$ cat config.mk
export PLATFORM = sky130hd
export DESIGN_NAME = stopwatch_bcd
export DESIGN_NICKNAME = d
export VERILOG_FILES = /design/src/rtl/stopwatch_bcd.sv
export SDC_FILE = /design/constraint.sdc
export NUM_CORES = 1
export LEC_CHECK = 0
export BUFFER_PORTS_ARGS = -buffer_cell sky130_fd_sc_hd__buf_2
export CAP_MARGIN = 0
export CORE_MARGIN = 8
export CORE_UTILIZATION = 35
export DETAILED_ROUTE_END_ITERATION = 16
export MAX_ROUTING_LAYER = met4
export SLEW_MARGIN = 10
export SYNTH_ARGS = -nofsm -noshare
export SYNTH_HDL_FRONTEND = slang
export SYNTH_SLANG_ARGS = --single-unit
$ cat constraint.sdc
create_clock -name fpga_clk -period 1.9 [get_ports fpga_clk]
set_input_delay 0 -clock fpga_clk [delete_from_list [all_inputs] [get_ports fpga_clk]]
set_output_delay 0 -clock fpga_clk [all_outputs]
set_load 0.01 [all_outputs]
$ cat src/rtl/stopwatch_bcd.sv
// BCD stopwatch (mm:ss.cc) advanced by a synchronized divided-clock strobe,
// with start/stop and clear pushbuttons and a one-cycle rollover pulse.
module stopwatch_bcd #(
  parameter int         SYNC_STAGES  = 2,
  parameter logic [3:0] MAX_MIN_TENS = 4'd5
) (
  input  logic       fpga_clk,
  input  logic       rst,
  input  logic       clk_div,
  input  logic       key_start_n,
  input  logic       key_clear_n,
  output logic [3:0] cs_ones,
  output logic [3:0] cs_tens,
  output logic [3:0] sec_ones,
  output logic [3:0] sec_tens,
  output logic [3:0] min_ones,
  output logic [3:0] min_tens,
  output logic       running,
  output logic       wrap
);

  typedef enum logic [1:0] {
    S_IDLE  = 2'd0,
    S_RUN   = 2'd1,
    S_PAUSE = 2'd2
  } state_t;

  localparam logic [3:0] MIN_TENS_LIM = (MAX_MIN_TENS > 4'd9) ? 4'd9 : MAX_MIN_TENS;
  localparam logic [1:0] FLUSH_DONE   = 2'(SYNC_STAGES);

  // Input synchronizers, each followed by a history flop for edge detection
  logic [SYNC_STAGES-1:0] r_div_sync;
  logic [SYNC_STAGES-1:0] r_start_sync;
  logic [SYNC_STAGES-1:0] r_clear_sync;
  logic                   r_div_hist;
  logic                   r_start_hist;
  logic                   r_clear_hist;
  logic [1:0]             r_flush;
  logic                   r_start_armed;
  logic                   r_clear_armed;

  logic w_div_s;
  logic w_start_s;
  logic w_clear_s;
  logic w_flushed;
  logic w_tick;
  logic w_start_press;
  logic w_clear_press;

  // NOTE: sequential state uses non-blocking assignments so every flop samples
  // the pre-edge value of its neighbour, which is what makes a shift chain work.
  always_ff @(posedge fpga_clk or negedge rst) begin
    if (!rst) begin
      r_div_sync   <= '0;
      r_start_sync <= '1;
      r_clear_sync <= '1;
      r_div_hist   <= 1'b0;
      r_start_hist <= 1'b1;
      r_clear_hist <= 1'b1;
    end else begin
      r_div_sync   <= {r_div_sync[SYNC_STAGES-2:0], clk_div};
      r_start_sync <= {r_start_sync[SYNC_STAGES-2:0], key_start_n};
      r_clear_sync <= {r_clear_sync[SYNC_STAGES-2:0], key_clear_n};
      r_div_hist   <= w_div_s;
      r_start_hist <= w_start_s;
      r_clear_hist <= w_clear_s;
    end
  end

  assign w_div_s   = r_div_sync[SYNC_STAGES-1];
  assign w_start_s = r_start_sync[SYNC_STAGES-1];
  assign w_clear_s = r_clear_sync[SYNC_STAGES-1];
  assign w_flushed = (r_flush == FLUSH_DONE);

  // A key only arms once the real pin level has reached the synchronizer output
  // and was seen released, so a key held through reset cannot fake a press.
  always_ff @(posedge fpga_clk or negedge rst) begin
    if (!rst) begin
      r_flush       <= 2'd0;
      r_start_armed <= 1'b0;
      r_clear_armed <= 1'b0;
    end else begin
      if (!w_flushed) begin
        r_flush <= r_flush + 2'd1;
      end
      r_start_armed <= r_start_armed | (w_flushed & w_start_s);
      r_clear_armed <= r_clear_armed | (w_flushed & w_clear_s);
    end
  end

  assign w_tick        = w_div_s & ~r_div_hist;
  assign w_start_press = r_start_armed & ~w_start_s & r_start_hist;
  assign w_clear_press = r_clear_armed & ~w_clear_s & r_clear_hist;

  // Control FSM
  state_t r_state;
  state_t w_state_next;

  always_ff @(posedge fpga_clk or negedge rst) begin
    if (!rst) begin
      r_state <= S_IDLE;
    end else begin
      r_state <= w_state_next;
    end
  end

  // NOTE: the default assignment first keeps this block free of inferred latches.
  always_comb begin
    w_state_next = r_state;
    if (w_clear_press) begin
      w_state_next = S_IDLE;
    end else if (w_start_press) begin
      case (r_state)
        S_IDLE:  w_state_next = S_RUN;
        S_RUN:   w_state_next = S_PAUSE;
        S_PAUSE: w_state_next = S_RUN;
        default: w_state_next = S_IDLE;
      endcase
    end
  end

  // Digit chain
  logic [3:0] r_cs_ones;
  logic [3:0] r_cs_tens;
  logic [3:0] r_sec_ones;
  logic [3:0] r_sec_tens;
  logic [3:0] r_min_ones;
  logic [3:0] r_min_tens;
  logic       r_running;
  logic       r_wrap;

  logic       w_advance;
  logic       w_c0;
  logic       w_c1;
  logic       w_c2;
  logic       w_c3;
  logic       w_c4;
  logic       w_c5;
  logic [3:0] w_cs_ones_nx;
  logic [3:0] w_cs_tens_nx;
  logic [3:0] w_sec_ones_nx;
  logic [3:0] w_sec_tens_nx;
  logic [3:0] w_min_ones_nx;
  logic [3:0] w_min_tens_nx;

  function automatic logic [3:0] step_digit(input logic [3:0] d, input logic [3:0] lim);
    return (d >= lim) ? 4'd0 : d + 4'd1;
  endfunction

  // w_cN: digits 0..N all sit at their wrap value, so digit N+1 advances
  assign w_c0 = (r_cs_ones >= 4'd9);
  assign w_c1 = w_c0 & (r_cs_tens  >= 4'd9);
  assign w_c2 = w_c1 & (r_sec_ones >= 4'd9);
  assign w_c3 = w_c2 & (r_sec_tens >= 4'd5);
  assign w_c4 = w_c3 & (r_min_ones >= 4'd9);
  assign w_c5 = w_c4 & (r_min_tens >= MIN_TENS_LIM);

  assign w_cs_ones_nx  = step_digit(r_cs_ones, 4'd9);
  assign w_cs_tens_nx  = w_c0 ? step_digit(r_cs_tens,  4'd9)         : r_cs_tens;
  assign w_sec_ones_nx = w_c1 ? step_digit(r_sec_ones, 4'd9)         : r_sec_ones;
  assign w_sec_tens_nx = w_c2 ? step_digit(r_sec_tens, 4'd5)         : r_sec_tens;
  assign w_min_ones_nx = w_c3 ? step_digit(r_min_ones, 4'd9)         : r_min_ones;
  assign w_min_tens_nx = w_c4 ? step_digit(r_min_tens, MIN_TENS_LIM) : r_min_tens;

  assign w_advance = (r_state == S_RUN) & w_tick;

  always_ff @(posedge fpga_clk or negedge rst) begin
    if (!rst) begin
      r_cs_ones  <= 4'd0;
      r_cs_tens  <= 4'd0;
      r_sec_ones <= 4'd0;
      r_sec_tens <= 4'd0;
      r_min_ones <= 4'd0;
      r_min_tens <= 4'd0;
      r_running  <= 1'b0;
      r_wrap     <= 1'b0;
    end else begin
      if (w_clear_press) begin
        r_cs_ones  <= 4'd0;
        r_cs_tens  <= 4'd0;
        r_sec_ones <= 4'd0;
        r_sec_tens <= 4'd0;
        r_min_ones <= 4'd0;
        r_min_tens <= 4'd0;
      end else if (w_advance) begin
        r_cs_ones  <= w_cs_ones_nx;
        r_cs_tens  <= w_cs_tens_nx;
        r_sec_ones <= w_sec_ones_nx;
        r_sec_tens <= w_sec_tens_nx;
        r_min_ones <= w_min_ones_nx;
        r_min_tens <= w_min_tens_nx;
      end
      // Registered from the next state so it tracks the state register exactly
      r_running <= (w_state_next == S_RUN);
      r_wrap    <= ~w_clear_press & w_advance & w_c5;
    end
  end

  assign cs_ones  = r_cs_ones;
  assign cs_tens  = r_cs_tens;
  assign sec_ones = r_sec_ones;
  assign sec_tens = r_sec_tens;
  assign min_ones = r_min_ones;
  assign min_tens = r_min_tens;
  assign running  = r_running;
  assign wrap     = r_wrap;

endmodule

## Word level (Yosys, flattened, before mapping)

Cells that the tools add are included.

- Add/subtract/negate cells: 7
- Magnitude comparators: 6
- Equality and inequality tests: 4
- Multiplexer cells: 26
- Bitwise gates (word level): 21
- Reduce and logical (&&, ||, !) cells: 13

Operators with widths:

| cell | count |
|---|---|
| $mux 4 | 23 |
| $add 4x1->4 const B | 6 |
| $ge 4x4->1 const B | 4 |
| $and 1x1->1 | 15 |
| $reduce_bool 2->1 | 6 |
| $reduce_and 2->1 | 5 |
| $ge 4x3->1 const B | 2 |
| $eq 2x1->1 const B | 2 |
| $eq 2x2->1 const B | 2 |
| $mux 2 | 2 |
| $not 1->1 | 4 |
| $pmux 2 s2 | 1 |
| $add 2x1->2 const B | 1 |
| $logic_not 2->1 | 1 |
| $or 1x1->1 | 2 |
| $reduce_or 2->1 | 1 |

- Register bits: 41
- Input bits: 5

## Logic depth before layout (Yosys ltp)

Gate-level depths: netlist of run 1.

- Depth after elaboration: 8
- Depth in mapped cells: 8
- Depth with buffers taken out: 7

## Worst setup path after synthesis of run 1

OpenSTA, ideal clock, no wires.

- Path kind: register -> register
- Start: register r_cs_tens[0], in the netlist cs_tens[0]
- End: register r_min_tens[2], in the netlist min_tens[2]
- Library setup time: 0.136 ns
- Arrival: 1.910 ns
- Data required time: 1.764 ns
- Slack: -0.146 ns
- Cell stages (with the launch flop): 9
- Cell sequence: dfrtp_1 inv_1 ha_1 or3b_2 nand4_1 or2_1 buf_2 o41ai_1 a21oi_1

- Cells in the longest elaborated chain, start to end: 7

RTL lines:

| item | RTL line | text |
|---|---|---|
| from (decl) | 124 | `logic [3:0] r_cs_tens;` |
| from (signal assigned) | 187 | `r_cs_tens <= w_cs_tens_nx;` |
| $ge 4x4->1 | 152 | `assign w_c1 = w_c0 & (r_cs_tens >= 4'd9);` |
| $and 1x1->1 | 152 |  |
| $and 1x1->1 | 153 | `assign w_c2 = w_c1 & (r_sec_ones >= 4'd9);` |
| $and 1x1->1 | 154 | `assign w_c3 = w_c2 & (r_sec_tens >= 4'd5);` |
| $and 1x1->1 | 155 | `assign w_c4 = w_c3 & (r_min_ones >= 4'd9);` |
| $reduce_bool 2->1 (no line) | n/a |  |
| $reduce_and 2->1 (no line) | n/a |  |
| to (signal assigned) | 191 | `r_min_tens <= w_min_tens_nx;` |
| to (decl) | 128 | `logic [3:0] r_min_tens;` |

Every way passes these cells.
A chain may end at the register's enable or synchronous reset.

## Worst setup path in the final report of run 1

- Start: register r_cs_tens[0], in the netlist cs_tens[0]
- End: register r_min_tens[1], in the netlist min_tens[1]

Same word-level chain as after synthesis.

==> results of run 1 <==
-- worst min-delay path by stage --
stage,endpoint,cells past startpoint
detailed placement,r_div_sync[0]$_DFF_PN0_,2
global placement,cs_ones[1]$_DFFE_PN0P_,2
global route,r_clear_sync[0]$_DFF_PN1_,2
finish,running$_DFF_PN0_,3
floorplan,cs_ones[0]$_DFFE_PN0P_,0
CTS,running$_DFF_PN0_,3
-- logic make-up after synthesis --
kind of cell / share of synthesized area
AO/OA/AOI/OAI: 0.1115
flip-flops: 0.5061
XOR/XNOR: 0.01287
multiplexers: 0.01471
AND/OR/NAND/NOR: 0.2010
adder cells (fa/ha/maj): 0.1164
buffers and inverters: 0.03738
-- state kept, by name (all words and copies together) (netlist names) --
| register | cells |
|---|---|
| r_flush | 2 |
| r_clear_sync | 2 |
| r_clear_armed | 1 |
| r_clear_hist | 1 |
| min_ones | 4 |
| sec_tens | 4 |
| r_start_armed | 1 |
| min_tens | 4 |
| cs_tens | 4 |
| r_start_sync | 2 |
| sec_ones | 4 |
| r_start_hist | 1 |
| r_div_hist | 1 |
| r_div_sync | 2 |
| cs_ones | 4 |
| r_state | 2 |
| wrap | 1 |
| running | 1 |
-- routing by layer --
metal	part of all wire	up-vias	global-route usage
met1	0.48	795	0.1372
li1	-	791	-
met4	0.011	0	0.04430
met3	0.049	2	0.03155
met2	0.46	28	0.1621
met5	0	-	-
-- layout make-up --
class	count	area [um2]
inverter	14	52.55
fill	563	3120
clock inverter	3	68.82
multi-input combinational	132	979.7
sequential	41	1036
clock buffer	5	68.82
timing repair buffer	55	360.3
tap	75	93.84
-- through the flow --
| stage | std cells | area (um2) | total power [uW] |
|---|---|---|---|
| global route | 325 | 2660 | 2006 |
| finish | 325 | 2660 | 1924 |
| global placement | 309 | 2412 | 1083 |
| detailed placement | 309 | 2412 | 1085 |
| floorplan | 191 | 2058 | 1012 |
| CTS | 323 | 2605 | 1946 |
-- timing repair --
item,in CTS,in global routing
pin swaps,2,0
setup buffers,2,2
hold buffers,4,0
resized for setup,0,13
endpoints found under the setup margin,8,15
endpoints found under the hold margin,38,0
-- Yosys cell counts (4+ instances only) --
| cell | count | share of area |
|---|---|---|
| dfrtp_1 | 35 | 0.43 |
| a41oi_1 | 4 | 0.017 |
| o21ai_0 | 6 | 0.015 |
| dfstp_2 | 6 | 0.077 |
| nor2_1 | 16 | 0.029 |
| a21oi_1 | 15 | 0.037 |
| inv_1 | 14 | 0.026 |
| nand3_1 | 9 | 0.022 |
| ha_1 | 19 | 0.12 |
| nand2_1 | 11 | 0.020 |
| nor3_1 | 7 | 0.017 |
| o31ai_1 | 5 | 0.018 |
-- power by group --
| group | total [uW] | internal, uW | switching, uW | leakage [uW] |
|---|---|---|---|---|
| Combinational | 155 | 66.7 | 87.9 | 0.000713 |
| Sequential | 923 | 906 | 17.2 | 0.000523 |
| Clock | 846 | 529 | 317 | 0.0000687 |
-- worst max-delay path, delay by kind of cell, from the launching register on --
| kind | cells | cell delay (ps) |
|---|---|---|
| and+or+nand+nor | 3 | 680 |
| buffers and inverters | 4 | 520 |
| AOI/OAI and AO/OA | 1 | 50 |
| DFF | 1 | 390 |
| adders and majority gates | 1 | 170 |
==> summary.md, run 1 <==
| Metric | Value |
|---|---|
| Final-report max-slew violation count | 0 |
| Pwr/cell area | 723.2 nW/um2 |
| Largest net degree at the start of global routing | between 40 and 50 |
| Antenna violations before repair | 0 |
| FF-to-FF End | min_tens[1]$_DFFE_PN0P_ |
| Post-synthesis sequential area ratio | 0.5061 |
| Synth Warn # | 0 |
| Crit path launch type | flop |
| Mapped cell area | between 2000 and 2500 um2 |
| Clock Skews | ~9.5 ps |
| Critical Path Max Stage Delay | slightly below 400 ps |
| Unrepaired setup endpoints after global routing | yes |
| CTS tree | yes |
| Layout cell share with drive strength beyond 1 | 0.3360 |
| First-pass GRT wire length | 7410 um |
| Endpoints failing setup | 3 |
| Nets | around 270 |
| Grt ovf | 0 |
| Status | finished with violations |
| Critical Path RT | between 2000 and 2500 ps |
| Initial drt markers | a little over 80 |
| Tcrit/Tclk final | 1.017 |
| Die height | between 90 and 100 um |
| WL/cell | around 13 um |
| Worst path most repeated cell | buf_4 |
| Reg clk slew, reported paths | 90 ps |
| Die X | 92.38 um |
| Reg2Reg Depth | 9 |
| Pre-CTS WS | -57.07 ps |
| Synth cell types | 37 |
| R2r startpoint | cs_tens[0]$_DFFE_PN0P_ |
| F_max | 517.4 MHz |
| Die area | 8534 um2 |
| Area Overhead vs Synth | 30.27% |
| Post-synth top flop | dfrtp_1 |
| Clock sinks | 41 |
| # diodes | 0 |
| Most common cell after layout, fill and taps aside | dfrtp_1 |
| DP HPWL | roughly 3000 um |
| Leakage | 0.001304 uW |
| Cells along the critical path | inv_2 -> ha_1 -> or3b_4 -> nand4_1 -> buf_4 -> nor4_4 -> buf_4 -> buf_4 -> o31ai_2 |
| Max Root-Sink Buffers | 2 |
| Number of synthesized flops with an enable pin | 0 |
| Post-route minimum period | approximately 1900 ps |
| Gr usage total | 0.1095 |
| # H-tree levels | 2 |
| Synth Register Bits | between 40 and 50 |
| Async S/R FF share, synth | 1.000 |
| # rows | 28 |
| Core area | roughly 5800 um2 |
| Critical path peak fanout | 4 |
| Pre-Repair DR Iteration Count | 4 |
| Detail Route Antenna Nets | 0 |
| Vias in the first global route | about 1600 |
| Hold WC Path Type | in -> async |
| Failing checks | setup timing |
| Ports | 31 |
| Slew at the pin closest to its max-slew limit | a little over 500 ps |
| CP Class | reg -> reg |
| Worst Setup EP | min_tens[1]$_DFFE_PN0P_ |
| Synth Net Count | ~220 |
| Worst-skew pair later-pin latency | 300 ps |
| Arr. time, crit path | between 2000 and 2500 ps |
| Most frequent cells in the layout | 33 x dfrtp_1, 30 x buf_2, 20 x buf_4 |
| Worst setup path start | cs_tens[0]$_DFFE_PN0P_ |
| Root Driver | clkbuf_8 |
| Port bufs | 30 |
| Slew HR | 0.6593 |
| GPL Wtd Cong | approximately 0.77 |
| Final core utilization | 0.4602 |
| DRC violations left | 0 |
| Vias post-DR | roughly 1600 |
| Fin Hold WS | 290.2 ps |
| TritonCTS Buffers | 5 |
| Flop2flop setup slack | -30 ps |
| Routed wire length | approximately 4300 um |
| Crit. End Element | flop |
| Setup WS post-layout | -32.90 ps |
| VDD IR max | 0.3047 mV |
| Initial Util | 0.3532 |
| MaxCap Viol Count | 0 |
| Fin. Hold Viols | 0 |
| Final TNS setup | -71.14 ps |
| Vias/cell | between 4 and 5 |
| Mean area per synthesized cell | 10.69 um2 |
| Synthesized instance count | approximately 190 |
| Critical Path Slowest Stage Cell | dfrtp_2 |
Note: power is estimated with default switching activity, not from simulation.
==> inputs of run 2 (changes only) <==
GPL_TIMING_DRIVEN = 0   (was default)
PLACE_DENSITY = 0.57   (was default)
==> summary.md, run 2 (synthesis gave the netlist of run 1 again) <==
| Metric | Value |
|---|---|
| DRC violations left | 0 (unchanged) |
| Area Overhead vs Synth | 29.84% (was 30.27%) |
| Flop2flop setup slack | 9 ps (was -30 ps) |
| Crit path launch type | flop (unchanged) |
| DP HPWL | 3047 um (was 3023 um) |
| FF-to-FF End | min_tens[2]$_DFFE_PN0P_ (was min_tens[1]$_DFFE_PN0P_) |
| Cells along the critical path | inv_2 -> ha_2 -> or3b_4 -> nand4_1 -> buf_6 -> or2_1 -> buf_6 -> o41ai_2 -> a21oi_1 (was inv_2 -> ha_1 -> or3b_4 -> nand4_1 -> buf_4 -> nor4_4 -> buf_4 -> buf_4 -> o31ai_2) |
| Core area | 5781 um2 (unchanged) |
| Endpoints failing setup | 0 (was 3) |
| Gr usage total | 0.1135 (was 0.1095) |
| Nets | 272 (was 273) |
| Max Root-Sink Buffers | 2 (unchanged) |
| Root Driver | clkbuf_8 (unchanged) |
| Final core utilization | 0.4587 (was 0.4602) |
| Unrepaired setup endpoints after global routing | yes (unchanged) |
| WL/cell | 14.25 um (was 13.23 um) |
| Final TNS setup | 0 ps (was -71.14 ps) |
| Crit. End Element | flop (unchanged) |
| Critical Path RT | 2060 ps (was 2090 ps) |
| Pre-Repair DR Iteration Count | 4 (unchanged) |
| Fin Hold WS | 338.9 ps (was 290.2 ps) |
| # H-tree levels | 2 (unchanged) |
| Most frequent cells in the layout | 33 x dfrtp_1, 30 x buf_2, 16 x ha_1 (was 33 x dfrtp_1, 30 x buf_2, 20 x buf_4) |
| Hold WC Path Type | in -> reg (was in -> async) |
| # diodes | 0 (unchanged) |
| Reg clk slew, reported paths | 80 ps (was 90 ps) |
| Die height | 92.38 um (unchanged) |
| Worst Setup EP | min_tens[2]$_DFFE_PN0P_ (was min_tens[1]$_DFFE_PN0P_) |
| Initial Util | 0.3532 (unchanged) |
| Worst-skew pair later-pin latency | 300 ps (about the same) |
| Hold_sp | key_clear_n |
| Ports | 31 (unchanged) |
| Grt ovf | 0 (unchanged) |
| CTS tree | yes (unchanged) |
| Layout cell share with drive strength beyond 1 | 0.3333 (was 0.3360) |
| Final-report max-slew violation count | 0 (unchanged) |
| Buf/Inv on CP | 3 (was 4) |
| Worst path most repeated cell | buf_6 (was buf_4) |
| Vias post-DR | 1594 (was 1616) |
| Worst setup path start | cs_tens[0]$_DFFE_PN0P_ (unchanged) |
| Most common cell after layout, fill and taps aside | dfrtp_1 (unchanged) |
| Routed wire length | 4617 um (was 4299 um) |
| Clock sinks | 41 (unchanged) |
| Die X | 92.38 um (unchanged) |
| MaxCap Viol Count | 0 (unchanged) |
| Port bufs | 30 (unchanged) |
| Detail Route Antenna Nets | 0 (unchanged) |
| CP Class | reg -> reg (unchanged) |
| Post-route minimum period | 1891 ps (was 1933 ps) |
| Slew HR | 0.3926 (was 0.6593) |
| Largest net degree at the start of global routing | 42 (unchanged) |
| Tcrit/Tclk final | 0.9954 (was 1.017) |
| TritonCTS Buffers | 5 (unchanged) |
| CP delay by family, top | simple AND/OR/NAND/NOR gates (unchanged) |
| F_max | 528.7 MHz (was 517.4 MHz) |
| Vias/cell | 4.920 (was 4.972) |
| Slew at the pin closest to its max-slew limit | 911.2 ps (was 511.1 ps) |
| Status | completed (was finished with violations) |
| Clock Skews | 5.829 ps (was 9.456 ps) |
| GPL Wtd Cong | 0.7388 (was 0.7652) |
| Critical Path Max Stage Delay | 400 ps (was 390 ps) |
| # rows | 28 (unchanged) |
| Critical Path Slowest Stage Cell | dfrtp_2 (unchanged) |
| Leakage | 0.001277 uW (was 0.001304 uW) |
| Vias in the first global route | 1636 (was 1589) |
| Fillers | 581 (was 563) |
| Antenna violations before repair | 0 (unchanged) |
| VDD IR max | 0.3695 mV (was 0.3047 mV) |
| Placed Instance Area | 2302 um2 (was 2412 um2) |
| Arr. time, crit path | 2050 ps (was 2120 ps) |
| Pwr/cell area | 685.5 nW/um2 (was 723.2 nW/um2) |
| Die area | 8534 um2 (unchanged) |
| R2r startpoint | cs_tens[0]$_DFFE_PN0P_ (unchanged) |
| Final Instance Area | 2651 um2 (was 2660 um2) |
| Critical path peak fanout | 6 (was 4) |
| Reg2Reg Depth | 9 (unchanged) |
| Worst path depth | 9 (unchanged) |
| Initial drt markers | 60 (was 82) |
| Fin. Hold Viols | 0 (unchanged) |
| First-pass GRT wire length | 7631 um (was 7410 um) |
-- run 2: cell count changes in the layout (fill, tap and decap cells not counted), moves of 2 or more --
| cell | delta |
|---|---|
| buf_4 | -6 |
| buf_6 | +4 |
| ha_2 | +2 |
| clkbuf_1 | +3 |
| o31ai_4 | +2 |
| ha_1 | -2 |
-- run 2: worst min-delay path by stage --
| stage | endpoint | slack [ps] | depth (start not counted) |
|---|---|---|---|
| 2_1_floorplan | cs_ones[0]$_DFFE_PN0P_ | -300 | 0 |
| 5_1_grt | r_start_sync[0]$_DFF_PN1_ | 340 | 2 |
| 3_3_place_gp | r_clear_sync[0]$_DFF_PN1_ | 100 | 1 |
| 4_1_cts | r_div_sync[0]$_DFF_PN0_ | 330 | 2 |
| 3_5_place_dp | r_clear_sync[0]$_DFF_PN1_ | 110 | 1 |
| 6_report | r_clear_sync[0]$_DFF_PN1_ | 340 | 2 |
-- run 2: per-layer routing --
metal	GRT usage	share of wire	vias up
met3	0.02913	0.040	5
met5	-	0	-
met2	0.1812	0.48	25
met1	0.1330	0.47	780
met4	0.04832	0.017	0
li1	-	-	784
-- run 2: metrics by stage --
stage                     instances  setup slack (ps)  power (uW)
after global routing            324            -108.5        1901
after global placement          296            -249.1        1066
after detailed placement        296            -312.1        1068
after floorplan                 191            0.1373        1012
after CTS                       319            -5.810        1827
final                           324             8.660        1818
-- run 2: cell type report --
class	instances	area (um2)	share of cell area
plain buffers	4	30.03	0.01133
well taps	75	93.84	0.03539
clock inverters	1	30.03	0.01133
flip-flops and latches	41	1036	0.3907
multi-input cells	132	1005	0.3790
clock buffers	7	86.33	0.03256
repair buffers	50	317.8	0.1199
inverters	14	52.55	0.01982
-- run 2: where the power goes --
| group | total, uW | switching [uW] | leakage, uW | internal [uW] |
|---|---|---|---|---|
| combinational | 160 | 86.7 | 0.000696 | 73.6 |
| sequential | 924 | 18.0 | 0.000523 | 906 |
| clock | 733 | 305 | 0.0000585 | 428 |
-- run 2: what timing repair did --
item                                    CTS  global route
gates cloned                              0             0
endpoints found under the hold margin    38             0
endpoints found under the setup margin   15            25
hold buffers                              4             0
gates resized for setup                  11            10
setup buffers                            11             5
pin swaps                                 3             6
